--- src/rtl/fifo_sync_param_if.sv ---
// rtl/fifo_sync_param_if.sv - handshake/status bundle for fifo_sync_param
// Ports (signals):
//   FLUSH, WREN, DI, RDEN              - requests and write data toward the FIFO
//   DO, EMPTY, FULL, ALMOSTEMPTY,
//   ALMOSTFULL, COUNT, WRERR, RDERR,
//   OVF_STICKY, UDF_STICKY             - read data and status from the FIFO
interface fifo_sync_param_if #(
    parameter int DATA_WIDTH = 8,
    parameter int DEPTH      = 16
);
    localparam int CW = $clog2(DEPTH) + 1;

    logic                  FLUSH;
    logic                  WREN;
    logic [DATA_WIDTH-1:0] DI;
    logic                  RDEN;
    logic [DATA_WIDTH-1:0] DO;
    logic                  EMPTY;
    logic                  FULL;
    logic                  ALMOSTEMPTY;
    logic                  ALMOSTFULL;
    logic [CW-1:0]         COUNT;
    logic                  WRERR;
    logic                  RDERR;
    logic                  OVF_STICKY;
    logic                  UDF_STICKY;

    modport master (
        output FLUSH, WREN, DI, RDEN,
        input  DO, EMPTY, FULL, ALMOSTEMPTY, ALMOSTFULL, COUNT,
               WRERR, RDERR, OVF_STICKY, UDF_STICKY
    );

    modport slave (
        input  FLUSH, WREN, DI, RDEN,
        output DO, EMPTY, FULL, ALMOSTEMPTY, ALMOSTFULL, COUNT,
               WRERR, RDERR, OVF_STICKY, UDF_STICKY
    );
endinterface

--- src/rtl/fifo_sync_param.sv ---
// rtl/fifo_sync_param.sv - parametrised single-clock FIFO with FWFT and output-register modes
// Ports:
//   CLK   - clock, all state on the rising edge
//   RST_N - asynchronous active-low reset
//   bus   - fifo_sync_param_if.slave: FLUSH/WREN/DI/RDEN in; DO, EMPTY, FULL,
//           ALMOSTEMPTY, ALMOSTFULL, COUNT, WRERR, RDERR, OVF_STICKY, UDF_STICKY out
module fifo_sync_param #(
    parameter int DATA_WIDTH          = 8,
    parameter int DEPTH               = 16,
    parameter int ALMOST_EMPTY_OFFSET = 2,
    parameter int ALMOST_FULL_OFFSET  = 2,
    parameter int FWFT                = 0,
    parameter int DO_REG              = 0
) (
    input logic               CLK,
    input logic               RST_N,
    fifo_sync_param_if.slave  bus
);
    localparam int AW = $clog2(DEPTH);
    localparam int CW = AW + 1;
    localparam bit USE_FWFT  = (FWFT != 0);
    localparam bit USE_DOREG = (DO_REG != 0) && !USE_FWFT;
    localparam logic [CW-1:0] DEPTH_C = CW'(DEPTH);
    localparam logic [CW-1:0] AE_C    = CW'(ALMOST_EMPTY_OFFSET);
    localparam logic [CW-1:0] AF_C    = CW'(DEPTH - ALMOST_FULL_OFFSET);
    localparam logic [CW-1:0] ONE_C   = CW'(1);

    generate
        if (DEPTH < 4 || DEPTH > 65536 || (DEPTH & (DEPTH - 1)) != 0) begin : g_bad_depth
            $error("fifo_sync_param: DEPTH must be a power of two in 4..65536");
        end
        if (DATA_WIDTH < 1 || DATA_WIDTH > 1024) begin : g_bad_width
            $error("fifo_sync_param: DATA_WIDTH must be in 1..1024");
        end
        if (ALMOST_EMPTY_OFFSET < 0 || ALMOST_EMPTY_OFFSET >= DEPTH) begin : g_bad_ae
            $error("fifo_sync_param: ALMOST_EMPTY_OFFSET must be < DEPTH");
        end
        if (ALMOST_FULL_OFFSET < 0 || ALMOST_FULL_OFFSET >= DEPTH) begin : g_bad_af
            $error("fifo_sync_param: ALMOST_FULL_OFFSET must be < DEPTH");
        end
    endgenerate

    logic [DATA_WIDTH-1:0] mem_q [DEPTH];

    logic [CW-1:0]         wr_ptr_q, wr_ptr_d;
    logic [CW-1:0]         rd_ptr_q, rd_ptr_d;
    logic [CW-1:0]         count_q, count_d;
    logic                  empty_q, empty_d;
    logic                  full_q, full_d;
    logic                  aempty_q, aempty_d;
    logic                  afull_q, afull_d;
    logic                  wrerr_q, wrerr_d;
    logic                  rderr_q, rderr_d;
    logic                  ovf_q, ovf_d;
    logic                  udf_q, udf_d;
    // s1 is the read stage in standard mode and the prefetch word in FWFT mode
    logic [DATA_WIDTH-1:0] s1_q, s1_d;
    logic                  s1_vld_q, s1_vld_d;
    logic [DATA_WIDTH-1:0] dout_q, dout_d;
    logic                  pf_vld_q, pf_vld_d;

    logic                  wr_ok, rd_ok, mem_we, mem_nonempty;
    logic [DATA_WIDTH-1:0] rd_word;

    always_comb begin
        wr_ok        = bus.WREN && !full_q;
        rd_ok        = bus.RDEN && !empty_q;
        mem_we       = wr_ok && !bus.FLUSH;
        mem_nonempty = (wr_ptr_q != rd_ptr_q);
        rd_word      = mem_q[rd_ptr_q[AW-1:0]];

        wr_ptr_d = wr_ptr_q;
        rd_ptr_d = rd_ptr_q;
        count_d  = count_q;
        s1_d     = s1_q;
        s1_vld_d = 1'b0;
        dout_d   = dout_q;
        pf_vld_d = pf_vld_q;

        wrerr_d = bus.WREN && full_q;
        rderr_d = bus.RDEN && empty_q;
        ovf_d   = ovf_q || wrerr_d;
        udf_d   = udf_q || rderr_d;

        if (wr_ok) begin
            wr_ptr_d = wr_ptr_q + ONE_C;
        end

        unique case ({wr_ok, rd_ok})
            2'b10:   count_d = count_q + ONE_C;
            2'b01:   count_d = count_q - ONE_C;
            default: count_d = count_q;
        endcase

        if (USE_FWFT) begin
            // A pop frees the prefetch slot, so the next memory word can be
            // loaded on the same edge and pops stream one per cycle.
            pf_vld_d = pf_vld_q && !rd_ok;
            if (mem_nonempty && (!pf_vld_q || rd_ok)) begin
                s1_d     = rd_word;
                rd_ptr_d = rd_ptr_q + ONE_C;
                pf_vld_d = 1'b1;
            end
            empty_d = !pf_vld_d;
        end else begin
            if (rd_ok) begin
                s1_d     = rd_word;
                rd_ptr_d = rd_ptr_q + ONE_C;
            end
            s1_vld_d = rd_ok;
            // Second stage only advances on a real read so DO holds otherwise
            if (s1_vld_q) begin
                dout_d = s1_q;
            end
            empty_d = (count_d == '0);
        end

        full_d   = (count_d == DEPTH_C);
        aempty_d = (count_d <= AE_C);
        afull_d  = (count_d >= AF_C);

        if (bus.FLUSH) begin
            wr_ptr_d = '0;
            rd_ptr_d = '0;
            count_d  = '0;
            empty_d  = 1'b1;
            full_d   = 1'b0;
            aempty_d = 1'b1;
            afull_d  = 1'b0;
            wrerr_d  = 1'b0;
            rderr_d  = 1'b0;
            ovf_d    = 1'b0;
            udf_d    = 1'b0;
            s1_d     = '0;
            s1_vld_d = 1'b0;
            dout_d   = '0;
            pf_vld_d = 1'b0;
        end
    end

    always_ff @(posedge CLK) begin
        if (mem_we) begin
            mem_q[wr_ptr_q[AW-1:0]] <= bus.DI;
        end
    end

    always_ff @(posedge CLK or negedge RST_N) begin
        if (!RST_N) begin
            wr_ptr_q <= '0;
            rd_ptr_q <= '0;
            count_q  <= '0;
            empty_q  <= 1'b1;
            full_q   <= 1'b0;
            aempty_q <= 1'b1;
            afull_q  <= 1'b0;
            wrerr_q  <= 1'b0;
            rderr_q  <= 1'b0;
            ovf_q    <= 1'b0;
            udf_q    <= 1'b0;
            s1_q     <= '0;
            s1_vld_q <= 1'b0;
            dout_q   <= '0;
            pf_vld_q <= 1'b0;
        end else begin
            wr_ptr_q <= wr_ptr_d;
            rd_ptr_q <= rd_ptr_d;
            count_q  <= count_d;
            empty_q  <= empty_d;
            full_q   <= full_d;
            aempty_q <= aempty_d;
            afull_q  <= afull_d;
            wrerr_q  <= wrerr_d;
            rderr_q  <= rderr_d;
            ovf_q    <= ovf_d;
            udf_q    <= udf_d;
            s1_q     <= s1_d;
            s1_vld_q <= s1_vld_d;
            dout_q   <= dout_d;
            pf_vld_q <= pf_vld_d;
        end
    end

    assign bus.DO          = USE_DOREG ? dout_q : s1_q;
    assign bus.EMPTY       = empty_q;
    assign bus.FULL        = full_q;
    assign bus.ALMOSTEMPTY = aempty_q;
    assign bus.ALMOSTFULL  = afull_q;
    assign bus.COUNT       = count_q;
    assign bus.WRERR       = wrerr_q;
    assign bus.RDERR       = rderr_q;
    assign bus.OVF_STICKY  = ovf_q;
    assign bus.UDF_STICKY  = udf_q;
endmodule

--- src/flat_wrapper.sv ---
// flat-port wrapper written by rule: the top's interface ports become plain ports
module fifo_sync_param_flat 
#(
    parameter int DATA_WIDTH          = 8,
    parameter int DEPTH               = 16,
    parameter int ALMOST_EMPTY_OFFSET = 2,
    parameter int ALMOST_FULL_OFFSET  = 2,
    parameter int FWFT                = 0,
    parameter int DO_REG              = 0
)
  (CLK, RST_N, bus_FLUSH, bus_WREN, bus_DI, bus_RDEN, bus_DO, bus_EMPTY, bus_FULL, bus_ALMOSTEMPTY, bus_ALMOSTFULL, bus_COUNT, bus_WRERR, bus_RDERR, bus_OVF_STICKY, bus_UDF_STICKY);
  fifo_sync_param_if #(.DATA_WIDTH(DATA_WIDTH), .DEPTH(DEPTH)) bus_i ();
  input logic CLK;
  input logic RST_N;
  input wire logic [$bits(bus_i.FLUSH)-1:0] bus_FLUSH;
  input wire logic [$bits(bus_i.WREN)-1:0] bus_WREN;
  input wire logic [$bits(bus_i.DI)-1:0] bus_DI;
  input wire logic [$bits(bus_i.RDEN)-1:0] bus_RDEN;
  output wire logic [$bits(bus_i.DO)-1:0] bus_DO;
  output wire logic [$bits(bus_i.EMPTY)-1:0] bus_EMPTY;
  output wire logic [$bits(bus_i.FULL)-1:0] bus_FULL;
  output wire logic [$bits(bus_i.ALMOSTEMPTY)-1:0] bus_ALMOSTEMPTY;
  output wire logic [$bits(bus_i.ALMOSTFULL)-1:0] bus_ALMOSTFULL;
  output wire logic [$bits(bus_i.COUNT)-1:0] bus_COUNT;
  output wire logic [$bits(bus_i.WRERR)-1:0] bus_WRERR;
  output wire logic [$bits(bus_i.RDERR)-1:0] bus_RDERR;
  output wire logic [$bits(bus_i.OVF_STICKY)-1:0] bus_OVF_STICKY;
  output wire logic [$bits(bus_i.UDF_STICKY)-1:0] bus_UDF_STICKY;
  assign bus_i.FLUSH = bus_FLUSH;
  assign bus_i.WREN = bus_WREN;
  assign bus_i.DI = bus_DI;
  assign bus_i.RDEN = bus_RDEN;
  assign bus_DO = bus_i.DO;
  assign bus_EMPTY = bus_i.EMPTY;
  assign bus_FULL = bus_i.FULL;
  assign bus_ALMOSTEMPTY = bus_i.ALMOSTEMPTY;
  assign bus_ALMOSTFULL = bus_i.ALMOSTFULL;
  assign bus_COUNT = bus_i.COUNT;
  assign bus_WRERR = bus_i.WRERR;
  assign bus_RDERR = bus_i.RDERR;
  assign bus_OVF_STICKY = bus_i.OVF_STICKY;
  assign bus_UDF_STICKY = bus_i.UDF_STICKY;
  fifo_sync_param #(.DATA_WIDTH(DATA_WIDTH), .DEPTH(DEPTH), .ALMOST_EMPTY_OFFSET(ALMOST_EMPTY_OFFSET), .ALMOST_FULL_OFFSET(ALMOST_FULL_OFFSET), .FWFT(FWFT), .DO_REG(DO_REG)) u_core (.CLK(CLK), .RST_N(RST_N), .bus(bus_i));
endmodule
--- config.mk ---
export PLATFORM = sky130hd
export DESIGN_NAME = fifo_sync_param_flat
export DESIGN_NICKNAME = d
export VERILOG_FILES = /design/src/rtl/fifo_sync_param_if.sv /design/src/rtl/fifo_sync_param.sv /design/src/flat_wrapper.sv
export SDC_FILE = /design/constraint.sdc
export NUM_CORES = 1
export LEC_CHECK = 0
export BUFFER_PORTS_ARGS = -buffer_cell sky130_fd_sc_hd__buf_4
export CAP_MARGIN = 20
export CORE_MARGIN = 4
export CORE_UTILIZATION = 47
export DETAILED_ROUTE_END_ITERATION = 10
export PLACE_DENSITY = 0.68
export SYNTH_ARGS = -nofsm -noshare
export SYNTH_HDL_FRONTEND = slang
export SYNTH_SLANG_ARGS = --single-unit
--- constraint.sdc ---
create_clock -name CLK -period 3.43 [get_ports CLK]
set_input_delay 0.686 -clock CLK [delete_from_list [all_inputs] [get_ports CLK]]
set_output_delay 0.686 -clock CLK [all_outputs]
set_load 0.01 [all_outputs]
==> flow_summary.ini <==
[final_layout]
area_growth_pct = 16.9
final_nets = 429
fin_cells = 597
fillers = 1018
final_common_cell = edfxtp_1
insertedDiodeCount = 0
drive_gt1_share_pct = 28.0
fin_area_mm2 = 0.00736
layout_common_cells = 128 x edfxtp_1, 50 x buf_4, 40 x nor2_1, 32 x mux4_2, 26 x dfrtp_1

[route]
wl_um = 12400
dr.pass1.iters = 4
vias = 3304
ant_nets = 0
routedWlPerCell_um = 20.8
drc = 0
vias_per_cell = 5.53
drt_iter0_markers = 411

[critical_path]
startpoint = u_core.bus.EMPTY
crit_required_ns = 3.79
worst_r2r_path_depth = 9
timing.rr.start = u_core.bus.EMPTY
reg2reg_to = u_core.bus.EMPTY
crit_type = reg2reg
crit_fanout = 5
startpoint_type = flip-flop
arrival_ns = 2.83
ff2ff_setup_slack_ns = 0.96
endpoint_kind = flip-flop

[run_status]
status = completed

[global_route]
first_global_vias = 3387
grt_antenna_before_repair = 0
grt_max_degree = 36
grt_pass1_wl_um = 19400
grt_remaining_overflow = 0
track_usage_pct = 17.7

[floorplan]
die_area_mm2 = 0.0153
rows = 42
initial_core_util_pct = 47.8
die_y_um = 124
core_region_area_mm2 = 0.0132
chipWidth_um = 124
io_pins = 34

[sta]
max_freq_mhz = 404
finClkSkew_ns = 0.0100
grt_setup_unrepaired = false
worstMarginPinSlew_ns = 0.973
drv_slew = 0
setup_tns_ns = 0
final_hold_viol_count = 0
finalSetupViolCount = 0
timing.slew.headroom_pct = 34.9
period_needed_ns = 2.47
period_share_pct = 72.1
setup_slack_ns = 0.958

[clock_network]
post_cts_buffers = 0
clkLatencyLatePin_ns = 0.42
cts_tree = done
cts_buffers = 17
hold_buffers = 0
post_cts_resized = 0
h-tree-depth = 4
cts.sinks = 157
cts_buffer_depth = 2
cts_root_buffer = clkbuf_16
clk_pin_slew_ns = 0.06

[yosys]
syn_nets = 381
ys_seq_elements = 157
yosys_warnings = 0
synth-main-ff-cell = edfxtp_1
synth_edf_count = 128
yosysSeqAreaShare_pct = 72.6
syn_area_mm2 = 0.00630
avgSynthCellArea_um2 = 17.4
synthCells = 361
async_flop_share_pct = 18.5
synth_cell_types = 39

[power_and_ir_drop]
vdd_drop_max_v = 0.000370
p_leak_uw = 0.00258
power_density_mw_per_mm2 = 614

[run]
maxCapViolCount = 0

[placed_design]
place_area_mm2 = 0.00678
dpl.hpwl_um = 7810
place_congestion = 0.846
dp_slack_ns = 0.730
dp.cells = 566
io_buffers = 33

[worst_hold_path]
hold_class = in2async
==> critical path, cell delays in order (launching register included) <==
cell and delay, ns:
dfstp_2 0.56, nand2b_1 0.22, nor2_2 0.10, xor2_1 0.15
ha_1 0.21, a21oi_1 0.24, mux2i_1 0.14, nor4_2 0.30
xnor2_1 0.25, a41o_1 0.24
==> sequential cells by signal (all words and copies together), names as in the netlist <==
register,cells
u_core.wr_ptr_q,4
u_core.bus.EMPTY,1
u_core.bus.OVF_STICKY,1
u_core.bus.ALMOSTFULL,1
u_core.bus.UDF_STICKY,1
u_core.bus.WRERR,1
u_core.bus.COUNT,5
u_core.mem_q,128
u_core.bus.FULL,1
u_core.bus.DO,8
u_core.bus.RDERR,1
u_core.bus.ALMOSTEMPTY,1
u_core.rd_ptr_q,4
==> kinds of logic after synthesis <==
logic type | count (synthesis) | synth area share [%]
DFF | 157 | 72.6
and+or+nand+nor | 77 | 5.54
AOI/OAI and AO/OA | 50 | 5.09
muxes | 34 | 11.8
buffers and inverters | 25 | 2.11
xor gates and xnor gates | 11 | 1.53
adders and majority gates | 7 | 1.39
==> layout make-up <==
| class | instances | area, um2 | area share, % |
|---|---|---|---|
| multi-input combinational | 179 | 1590 | 21.7 |
| tap | 176 | 220 | 2.99 |
| timing repair buffer | 50 | 375 | 5.10 |
| clock inverter | 12 | 146 | 1.99 |
| clock buffer | 19 | 433 | 5.88 |
| inverter | 4 | 20.0 | 0.272 |
| sequential | 157 | 4570 | 62.1 |
==> per-layer routing <==
layer	global-route usage (%)	routed length (um)	vias up	share of wire, %
met4	6.37	183	0	1.5
met3	4.41	856	18	6.9
met5	0	0	-	0
met1	25.4	5330	1688	43
met2	26.6	6060	103	49
li1	-	-	1495	-
==> per-stage QoR <==
step / util [%] / hold slack [ns] / total power, uW
6_report: 55.8 / 0.182 / 4520
5_1_grt: 55.8 / 0.198 / 4710
2_1_floorplan: - / 0.390 / 2560
3_5_place_dp: 51.4 / 0.507 / 2720
4_1_cts: 55.8 / 0.182 / 4550
3_3_place_gp: 51.4 / 0.497 / 2710
==> cells in the mapped netlist (3+ instances only) <==
master | instances | area, um2
clkbuf_1 | 9 | 33.8
xor2_1 | 6 | 52.6
edfxtp_1 | 128 | 3840
nor3_1 | 5 | 25.0
xnor2_1 | 5 | 43.8
nand2_1 | 15 | 56.3
nand2b_1 | 6 | 37.5
buf_6 | 3 | 33.8
a21oi_1 | 23 | 115
buf_2 | 5 | 25.0
mux4_2 | 32 | 721
ha_1 | 7 | 87.6
a22oi_1 | 17 | 128
dfrtp_1 | 27 | 676
nor2_1 | 40 | 150
==> report_power, final <==
group	total (uW)	internal (uW)	switching, uW
sequential	2190	2120	71.4
combinational	488	246	242
clock	1840	1130	708
total	4520	3500	1020
==> worst max-delay path by stage <==
stage                     slack [ns]  depth (start not counted)            endpoint
final                           0.96                          9    u_core.bus.EMPTY
after CTS                       0.94                          8     u_core.bus.FULL
after floorplan                 1.05                         10     u_core.bus.FULL
after global routing            0.71                          8     u_core.bus.FULL
after global placement          0.84                          6  u_core.mem_q[8][1]
after detailed placement        0.73                         10    u_core.bus.EMPTY
(Power assumes the default switching activity.)
